===== config.mk =====
export PLATFORM = sky130hd
export DESIGN_NAME = sr_reg_bank
export DESIGN_NICKNAME = d
export VERILOG_FILES = /design/src/rtl/sr_pkg.sv /design/src/rtl/sr_cell.sv /design/src/rtl/sr_reg_bank.sv
export SDC_FILE = /design/constraint.sdc
export NUM_CORES = 1
export LEC_CHECK = 0
export ABC_AREA = 1
export CORE_MARGIN = 2
export CORE_UTILIZATION = 35
export CTS_CLUSTER_SIZE = 16
export DETAILED_ROUTE_END_ITERATION = 8
export MAX_ROUTING_LAYER = met4
export PLACE_DENSITY = 0.74
export SLEW_MARGIN = 10
export SYNTH_ARGS = -nofsm -noshare
export SYNTH_HDL_FRONTEND = slang
export SYNTH_SLANG_ARGS = --single-unit

===== constraint.sdc =====
create_clock -name clk -period 2.75 [get_ports clk]
set_input_delay 0.6875 -clock clk [delete_from_list [all_inputs] [get_ports clk]]
set_output_delay 0.6875 -clock clk [all_outputs]
set_load 0.02 [all_outputs]

===== src/rtl/sr_pkg.sv =====
// Shared definitions for the set/reset register bank: S=R=1 resolution modes
// and the single-channel next-state rule.
package sr_pkg;

  localparam logic [1:0] SR_MODE_RDOM = 2'd0;
  localparam logic [1:0] SR_MODE_SDOM = 2'd1;
  localparam logic [1:0] SR_MODE_HOLD = 2'd2;
  localparam logic [1:0] SR_MODE_TOG  = 2'd3;

  // Next state of one enabled channel; the mode only matters when s=r=1.
  function automatic logic sr_next(input logic [1:0] mode, input logic q,
                                   input logic s, input logic r);
    logic nq;
    case ({s, r})
      2'b00:   nq = q;
      2'b01:   nq = 1'b0;
      2'b10:   nq = 1'b1;
      2'b11: begin
        case (mode)
          SR_MODE_RDOM: nq = 1'b0;
          SR_MODE_SDOM: nq = 1'b1;
          SR_MODE_HOLD: nq = q;
          SR_MODE_TOG:  nq = ~q;
          default:      nq = 1'b0;
        endcase
      end
      default: nq = q;
    endcase
    return nq;
  endfunction

endpackage


===== src/rtl/sr_cell.sv =====
// One set/reset channel: the q flop with its edge-pulse and conflict flops.
module sr_cell
  import sr_pkg::*;
#(
  parameter int MODE = 0
) (
  input  logic clk,
  input  logic rst_n,
  input  logic en,
  input  logic clr,
  input  logic s,
  input  logic r,
  output logic q,
  output logic rise,
  output logic fall,
  output logic conflict,
  output logic conflict_next
);

  localparam logic [1:0] MODE_SEL = MODE[1:0];

  logic q_r;
  logic rise_r;
  logic fall_r;
  logic conflict_r;
  logic q_next_s;

  // Next-state selection: clr overrides everything, en gates s/r.
  always_comb begin
    q_next_s = q_r;
    if (clr) begin
      q_next_s = 1'b0;
    end else if (en) begin
      q_next_s = sr_next(MODE_SEL, q_r, s, r);
    end else begin
      q_next_s = q_r;
    end
  end

  // Conflict is judged on the raw request, independent of clr and mode.
  assign conflict_next = en & s & r;

  // State and pulse registers; pulses compare the old and new q.
  always_ff @(posedge clk or negedge rst_n) begin
    if (!rst_n) begin
      q_r        <= 1'b0;
      rise_r     <= 1'b0;
      fall_r     <= 1'b0;
      conflict_r <= 1'b0;
    end else begin
      q_r        <= q_next_s;
      rise_r     <= ~q_r & q_next_s;
      fall_r     <= q_r & ~q_next_s;
      conflict_r <= conflict_next;
    end
  end

  assign q        = q_r;
  assign rise     = rise_r;
  assign fall     = fall_r;
  assign conflict = conflict_r;

endmodule


===== src/rtl/sr_reg_bank.sv =====
// Bank of WIDTH clocked set/reset channels with conflict reporting, a
// saturating conflict counter and a sticky error flag.
module sr_reg_bank
  import sr_pkg::*;
#(
  parameter int WIDTH = 8,
  parameter int MODE  = 0,
  parameter int CNT_W = 8
) (
  input  logic             clk,
  input  logic             rst_n,
  input  logic             en,
  input  logic             clr,
  input  logic [WIDTH-1:0] s,
  input  logic [WIDTH-1:0] r,
  output logic [WIDTH-1:0] q,
  output logic [WIDTH-1:0] qb,
  output logic [WIDTH-1:0] rise,
  output logic [WIDTH-1:0] fall,
  output logic [WIDTH-1:0] conflict,
  output logic [CNT_W-1:0] conflict_cnt,
  output logic             err_sticky,
  input  logic             err_clr
);

  if (MODE < 0 || MODE > 3) begin : g_bad_mode
    $error("sr_reg_bank: MODE must be 0..3");
  end

  localparam logic [CNT_W-1:0] CNT_MAX = {CNT_W{1'b1}};
  localparam logic [CNT_W-1:0] CNT_ONE = {{(CNT_W-1){1'b0}}, 1'b1};

  logic [WIDTH-1:0] conflict_next_s;
  logic             conflict_any_s;
  logic [CNT_W-1:0] cnt_r;
  logic [CNT_W-1:0] cnt_next_s;
  logic             err_r;
  logic             err_next_s;

  for (genvar i = 0; i < WIDTH; i++) begin : g_cell
    sr_cell #(.MODE(MODE)) u_cell (
      .clk          (clk),
      .rst_n        (rst_n),
      .en           (en),
      .clr          (clr),
      .s            (s[i]),
      .r            (r[i]),
      .q            (q[i]),
      .rise         (rise[i]),
      .fall         (fall[i]),
      .conflict     (conflict[i]),
      .conflict_next(conflict_next_s[i])
    );
  end

  assign conflict_any_s = |conflict_next_s;

  // Counter and sticky flag: a fresh conflict wins over err_clr.
  always_comb begin
    cnt_next_s = cnt_r;
    err_next_s = err_r;
    if (err_clr) begin
      cnt_next_s = conflict_any_s ? CNT_ONE : {CNT_W{1'b0}};
    end else if (conflict_any_s && (cnt_r != CNT_MAX)) begin
      cnt_next_s = cnt_r + CNT_ONE;
    end else begin
      cnt_next_s = cnt_r;
    end
    if (conflict_any_s) begin
      err_next_s = 1'b1;
    end else if (err_clr) begin
      err_next_s = 1'b0;
    end else begin
      err_next_s = err_r;
    end
  end

  // Counter and sticky flag registers.
  always_ff @(posedge clk or negedge rst_n) begin
    if (!rst_n) begin
      cnt_r <= {CNT_W{1'b0}};
      err_r <= 1'b0;
    end else begin
      cnt_r <= cnt_next_s;
      err_r <= err_next_s;
    end
  end

  assign qb           = ~q;
  assign conflict_cnt = cnt_r;
  assign err_sticky   = err_r;

endmodule


# [Yosys cells after proc, flatten, opt, wreduce, memory -nomap -nowiden]
# Index checks and enable logic that the tools add are counted.
[word_totals] latch_bits=0 out_inout_bits=49 regBits=41 mem_count=0 inputBits=21 mem_bits_ro=0 elab_cells=158 ram_bits=0
[classes] muxes=29 multipliers=0 bitwise=49 shift=0 div_mod_pow=0 n_eq_ne=25 n_lt_le_gt_ge=0 add_sub_neg=1 reduce_logical=20
[ops] op="1-bit AND" n=32
[ops] op="2-bit equality test, second input constant" n=16
[ops] op="1-bit case mux with 3 select lines" n=8
[ops] op="1-bit 2-to-1 mux" n=19
[ops] op="2-bit by 1-bit equality test with 1-bit output, second input constant" n=8
[ops] op="2-bit zero test" n=8
[ops] op="8-bit 2-to-1 mux" n=2
[ops] op="1-bit NOT" n=16
[ops] op="2-bit OR reduction" n=8
[ops] op="8-bit by 1-bit adder with 8-bit output, second input constant" n=1
[ops] op="8-bit != test, second input constant" n=1
[ops] op="8-bit NOT" n=1
[ops] op="8-bit OR reduction" n=1
[ops] op="2-bit nonzero test" n=2
[ops] op="1-bit logical AND" n=1

# [Logic depth before layout (Yosys ltp)]
[depth] depth_word=7 depth_mapped=9 ltp_nobuf=8

# [Hierarchy]
# Synthesis repeated with hierarchy kept, for this count alone.
[unflattened] hier_cells=202 hier_area_um2=1818.0
[by_module_without_submodules] module="sr_cell" cells_per_inst=14 instances=8 area_each_um2=151.4 seq_area_each_um2=100.1
[by_module_without_submodules] module="sr_reg_bank" cells_per_inst=90 instances=1 area_each_um2=606.8 seq_area_each_um2=225.2

# [Worst setup path before layout]
# No wires, ideal clock.
[synth_path] path_kind="register -> register" from="register cnt_r[0] (netlist: conflict_cnt[0])" to="register cnt_r[6] (netlist: conflict_cnt[6])" synth_period_minus_slack_ns=1.509 slack_ns=1.241 t_required_ns=2.633 arrival_time_ns=1.392 path_buffers=0 setup_time_ns=0.117 path_stages_with_launch=9 path_cell_list="dfrtp_1 ha_1 nand2_1 nor2_2 nand4_4 nand2_8 nand2_4 nand2_1 nand2_1"
[synth_via] elab_chain_cells=3 word_cells_on_any_way=6 cone_classes="add/sub (1); eq/ne (1); mux (2); reduce/logical (2)"
[synth_rtl] item="start: declaration" line_no="sr_reg_bank.sv:35" source="logic [CNT_W-1:0] cnt_r;"
[synth_rtl] item="start signal: assignment" line_no="sr_reg_bank.sv:81" source="cnt_r <= {CNT_W{1'b0}};"
[synth_rtl] item="start signal: assignment" line_no="sr_reg_bank.sv:84" source="cnt_r <= cnt_next_s;"
[synth_rtl] item="8-bit by 1-bit adder with 8-bit output / 8-bit != test (equally long branches)" line_no="sr_reg_bank.sv:65, sr_reg_bank.sv:64"
[synth_rtl] item="8-bit 2-to-1 mux / 1-bit logical AND (equally long branches)" line_no="sr_reg_bank.sv:64" source="end else if (conflict_any_s && (cnt_r != CNT_MAX)) begin"
[synth_rtl] item="8-bit 2-to-1 mux / 2-bit nonzero test (equally long branches)"
# Parallel ways exist; a longest one is shown, timed or not. The select of a mux whose other input is x is not followed.
# A chain may end at the register's enable or synchronous reset.

# [Final worst setup path]
[layout_path] from="register cnt_r[5] (netlist: conflict_cnt[5])" to="output port conflict_cnt[5]"
[layout_rtl] item="end: declaration" line_no="sr_reg_bank.sv:21" source="output logic [CNT_W-1:0] conflict_cnt,"
# No word-level cell between the ends.

==> impl_metrics.tcl <==
set metrics [dict create \
    status "finished, final reports clean" \
    cts_made_buffers 5 \
    end_kind "output port" \
    cp.required_ns 2.06 \
    synthSimpleGateAreaFrac_pct 25.2 \
    fin_crit_sh_pct 76.9 \
    synth_nets 239 \
    grt_pass1_vias 1459 \
    maxCapViolCount 0 \
    power.leakage_nw 1.28 \
    io_buffer_count 69 \
    synth-adder-area-share_pct 0.637 \
    core-area_mm2 0.00547 \
    antenna_found_initial 0 \
    ctsHtreeMaxLevel 2 \
    power_frac_seq_pct 46.3 \
    avgSynthCellArea_um2 9.06 \
    clk_latency_ns 0.28 \
    cts.clk_slew.worst_paths_ns 0.08 \
    grtUsageTotal_pct 13.9 \
    place.gp.congestion 0.853 \
    dp.cells 324 \
    grt_pass1_wl_um 6650 \
    grt_max_degree 42 \
    die_area_mm2 0.00623 \
    vias 1474 \
    r2r-end "conflict_cnt[3]$_DFFE_PN0P_" \
    cp_max_fo 6 \
    wl_per_cell_um 11.7 \
    fmax_ghz 0.473 \
    synth_top_area_share_pct 52.2 \
    slowest_stage "clkdlybuf4s50_1" \
    synthFlopType "dfrtp_1" \
    drtAntennaViolNets 0 \
    drtIter0Drc 109 \
    grt_overflow_total 0 \
    setup_violations 0 \
    synth_seq_cells 41 \
    muxShareOfSynthArea_pct 0 \
    cts.repair.resized 0 \
    critical-path-max-stage-delay_ns 0.66 \
    synthTopCellsByArea "dfrtp_1 52%, buf_4 12%, nand2_1 8.4%" \
    drc_errors 0 \
    setup.worst_path.end "conflict_cnt[5]" \
    intPower_mw 1.05 \
    cp.depth 1 \
    stdcell_area_mm2 0.00261 \
    relSlewSlack_pct 41.0 \
    clockBufferDepth 2 \
    die_h_um 78.9 \
    synth_common_cells "44 x nand2_1, 41 x dfrtp_1, 32 x buf_4, 23 x inv_1, 21 x nor2_1" \
    initial_core_util_pct 35.9 \
    reg2reg_depth 8 \
    synth_cell_types 21 \
    rsz0062_at_grt "false" \
    worst_pin_slew_ns 0.885 \
    post-route-util_pct 47.6 \
    min_from "g_cell[0].u_cell.q$_DFF_PN0_" \
    p_switching_mw 0.366 \
    critical_path.top_delay_family "buffers and inverters" \
    tns_ns 0 \
    rrSetupSlack_ns 1.21 \
    stdcell_count 332 \
    synth-compound-area-share_pct 3.44 \
    yosysSeqAreaShare_pct 52.2 \
    synthXorXnorAreaFrac_pct 0.891 \
    critPathKind "flip-flop to output port" \
    hold_viol 0 \
    die_width_um 78.9 \
    totalWireLength_um 3900 \
    synth_area_leader_cell "dfrtp_1" \
    ys_warn_count 0 \
    reg2reg_from "conflict_cnt[0]$_DFFE_PN0P_" \
    cp_cell_sequence "clkdlybuf4s50_1" \
    async_reset_ff_share_pct 100 \
    finClkSkew_ns 0.00686 \
    dp_hpwl_um 2900 \
    clkSinkCount 41 \
    drive_above_1_share_pct 7.31 \
    vdd_drop_max_uv 243 \
    arrival_ns 1.43 \
    ctsHoldBuffers 0 \
    io_pins 70 \
    syn-cell-area_mm2 0.00197 \
    syn_inst 217 \
    area_delta_synth_final_pct 32.5 \
    worstPathBufferInverterCount 1 \
    synth_top_family_by_area "simple AND/OR/NAND/NOR gates" \
    num_antenna_cells 0 \
    hold_class "flip-flop to flip-flop" \
    cts_tree "yes" \
    yosysMostFrequentCell "nand2_1" \
    rows 27 \
    p_per_area_mw_per_mm2 545 \
    cts_root_buffer "clkbuf_8" \
    synth_edf_count 0 \
    dpl_cell_area_mm2 0.00249 \
    nets 281 \
    crit_start "conflict_cnt[5]$_DFFE_PN0P_" \
    comb_power_share_pct 18.9 \
    start_kind "flip-flop" \
    fin_crit_ns 2.11 \
    drt_first_pass_iters 4 \
    slew_viol_final 0 \
    pwr-share-clk_pct 34.7 \
    viasPerCell 4.44 \
    swShare_pct 25.8 \
    cts_setup_buffers 0 \
]
## sequential cells by signal, indices dropped and copies added, names as in the netlist
register                count
conflict_cnt                8
err_sticky                  1
g_cell.u_cell.conflict      8
g_cell.u_cell.fall          8
g_cell.u_cell.q             8
g_cell.u_cell.rise          8
## through the flow
stage / setup WS, ns / hold slack [ns] / power, mW
after floorplan: 1.24 / 0.392 / 0.829
after global placement: 0.583 / 0.476 / 0.936
after detailed placement: 0.522 / 0.484 / 0.940
after CTS: 0.617 / 0.499 / 1.44
after global routing: 0.565 / 0.530 / 1.49
final: 0.636 / 0.491 / 1.42
## logic make-up after synthesis
| kind of cell | Yosys count |
|---|---|
| simple gates | 102 |
| buf+inv | 58 |
| flops | 41 |
| compound gates | 13 |
| xor+xnor | 2 |
| fa+ha+maj | 1 |
## worst min-delay path by stage
stage / to / slack [ns] / cells past startpoint
CTS: g_cell[0].u_cell.rise$_DFF_PN0_ / 0.50 / 1
detailed placement: g_cell[0].u_cell.rise$_DFF_PN0_ / 0.48 / 1
floorplan: conflict_cnt[0]$_DFFE_PN0P_ / 0.39 / 0
global route: g_cell[6].u_cell.rise$_DFF_PN0_ / 0.53 / 1
finish: g_cell[0].u_cell.rise$_DFF_PN0_ / 0.49 / 1
global placement: g_cell[2].u_cell.rise$_DFF_PN0_ / 0.48 / 1
## cells in the final DEF, fill, tap and decap left out, types with 3 or more instances in the layout
master | synthesis | layout
a21oi_1 | 10 | 10
inv_1 | 23 | 23
clkbuf_8 | 0 | 6
nand3_2 | 3 | 3
dfrtp_1 | 41 | 41
nor2_1 | 21 | 21
nand2_1 | 44 | 44
clkdlybuf4s50_1 | 0 | 68
nor2_2 | 3 | 3
nand4_1 | 3 | 3
nand3_1 | 16 | 16
nor3_1 | 8 | 8
## layer usage
layer / GRT usage [%] / wire (um)
met5: - / 0
met4: 4.14 / 25
met3: 3.52 / 205
met2: 23.2 / 1950
met1: 16.9 / 1720
## cell type report
type / instances / area, um2
Tap cell: 72 / 90.1
Timing Repair Buffer: 70 / 693
Clock buffer: 7 / 86.3
Multi-Input combinational cell: 118 / 593
Sequential cell: 41 / 1030
Clock inverter: 1 / 30.0
Fill cell: 543 / 2870
Inverter: 23 / 86.3
## power groups by stage
stage	Clock (mW)	Sequential, mW	Combinational [mW]
after global routing	0.532	0.663	0.294
after global placement	0	0.669	0.267
after floorplan	0	0.676	0.153
after detailed placement	0	0.669	0.271
final	0.493	0.657	0.268
after CTS	0.509	0.658	0.272
Note: power is estimated with default switching activity, not from simulation.
==> edit (same settings) <==
Make the reset (`rst_n`) synchronous in 2 clocked blocks.
--- a/src/rtl/sr_cell.sv
+++ b/src/rtl/sr_cell.sv
@@ -42,5 +42,5 @@
 
   // State and pulse registers; pulses compare the old and new q.
-  always_ff @(posedge clk or negedge rst_n) begin
+  always_ff @(posedge clk) begin
     if (!rst_n) begin
       q_r        <= 1'b0;
--- a/src/rtl/sr_reg_bank.sv
+++ b/src/rtl/sr_reg_bank.sv
@@ -77,5 +77,5 @@
 
   // Counter and sticky flag registers.
-  always_ff @(posedge clk or negedge rst_n) begin
+  always_ff @(posedge clk) begin
     if (!rst_n) begin
       cnt_r <= {CNT_W{1'b0}};
Function: differs if rst_n is asserted again (counterexample within 4 cycles, from zero or initial values and one cycle with rst_n low); with rst_n held inactive, the same outputs for 10 cycles.
==> edit against the unedited design <==
  * Utilization about the same
  * Register-to-register slack barely moved
  * Wire length is 1.5% lower
  * Sequential share of layout area down 5.6 points
  * Synthesized area fell by 5.8%
  * Clock skew fell by 0.0032 ns
  * Power fell by 19%
  * Worst setup slack got worse by 0.011 ns
  * Non-clock buffer count up 1
  * Synthesized cell count rose by 3.2%
  * Sequential cell count is the same
  * Combinational power shrank 34%
  * Design area down 6.8%
  * Critical path depth did not move
  * Largest power group unchanged
  * Highest routed layer unchanged
==> edit: results (changes against the unedited design) <==
whs_path_depth: 2  # +1
yosysWarnings: 0  # unchanged
tightestPinTransition_ns: 0.336  # -0.549 ns
status: "complete, no violations"
syn_area_per_cell_um2: 8.27  # -8.7%
synth-xor-area-share_pct: 0.473  # -0.42 points
worst_clock_skew_ns: 0.00366  # -0.00320 ns
switching_share_pct: 24.9  # -0.95 points
synth_compound_area_share_pct: 9.26  # +5.8 points
timing.rr.end: "conflict_cnt[5]"
synth_adder_area_share_pct: 0.676  # +0.039 points
post_cts_buffers: 0  # unchanged
dp_slack_ns: 0.522  # +0.0000760 ns
drt_iter0_markers: 57  # -48%
synth_area_leaders: "dfxtp_1 44%, buf_4 13%, nor2_1 6.7%"
cts_root_buf: "clkbuf_8"
clk_latency_ns: 0.28  # about the same
cts_max_level: 2  # unchanged
vias_per_cell: 4.55  # +2.5%
cp-startpoint: "conflict_cnt[2]"
dr_total_vias: 1506  # +2.2%
worstHoldPathType: "flop to flop"
synthTopCellsByCount: "41 x dfxtp_1, 33 x nor2_1, 32 x buf_4"
grt_max_degree: 34  # -19%
use_met3_pct: 2.94  # -0.58 points
grt.met1_usage_pct: 17.0  # +0.037 points
r2r_slack_ns: 1.21  # about the same
dp_hpwl_um: 2930  # +1.2%
grt_pass1_vias: 1358  # -6.9%
synth.mux.area_fraction_pct: 0  # unchanged
p_leak_nw: 0.927  # -28%
synth_cell_types: 27  # +29%
cap_violations: 0  # unchanged
rr_startpoint: "conflict_cnt[0]"
cts_buffers: 5  # unchanged
synth-async-reset-ratio_pct: 0  # -100 points
nFillCells: 503  # -7.4%
nNetsFinal: 284  # +1.1%
worst_r2r_path_depth: 7  # -1
grt_pass1_wl_um: 6310  # -5.2%
synth_edf_count: 0  # unchanged
track_usage_pct: 13.7  # -0.23 points
wl_met3_um: 221  # +7.8%
min_period_ns: 2.13  # +0.0115 ns
dr_wl_met2_um: 1860  # -4.4%
wl_met1_um: 1710  # -0.70%
ir_drop_mv: 0.205  # -16%
wl_um: 3840  # -1.5%
path_max_fanout: 7  # +1
place_congestion: 0.837  # -1.9%
hold_start: "err_sticky"
min_to: "err_sticky"
dpl.cell_count: 325  # +0.31%
met2_usage_pct: 21.5  # -1.7 points
yosysSeqAreaShare_pct: 44.3  # -7.9 points
synth_nets: 246  # +2.9%
critPathCapture: "conflict_cnt[2]"
drive_gt1_share_pct: 8.05  # +0.74 points
edit: metrics by stage:
stage               utilization (%)  hold WS [ns]  area, um^2  total power [mW]
floorplan                         -         0.456        1850             0.745
global placement               46.1         0.458        2350             0.814
detailed placement             46.1         0.462        2350             0.816
CTS                            47.6         0.474        2430              1.16
global route                   47.6         0.496        2430              1.20
finish                         47.6         0.463        2430              1.15
edit: power by group through the flow:
stage / Sequential [mW] / Clock (mW) / Combinational (mW)
3_5_place_dp: 0.639 / 0 / 0.177
6_report: 0.625 / 0.345 / 0.177
3_3_place_gp: 0.639 / 0 / 0.175
5_1_grt: 0.627 / 0.381 / 0.191
4_1_cts: 0.625 / 0.361 / 0.177
2_1_floorplan: 0.643 / 0 / 0.102
edit: layout make-up:
cell class              count  share of cell area, %
clock buffers               5                   2.83
clock inverters             1                  0.206
inverters                  17                   2.63
multi-input cells         126                   27.9
flip-flops and latches     41                   33.8
well taps                  70                   3.61
repair buffers             71                   29.1
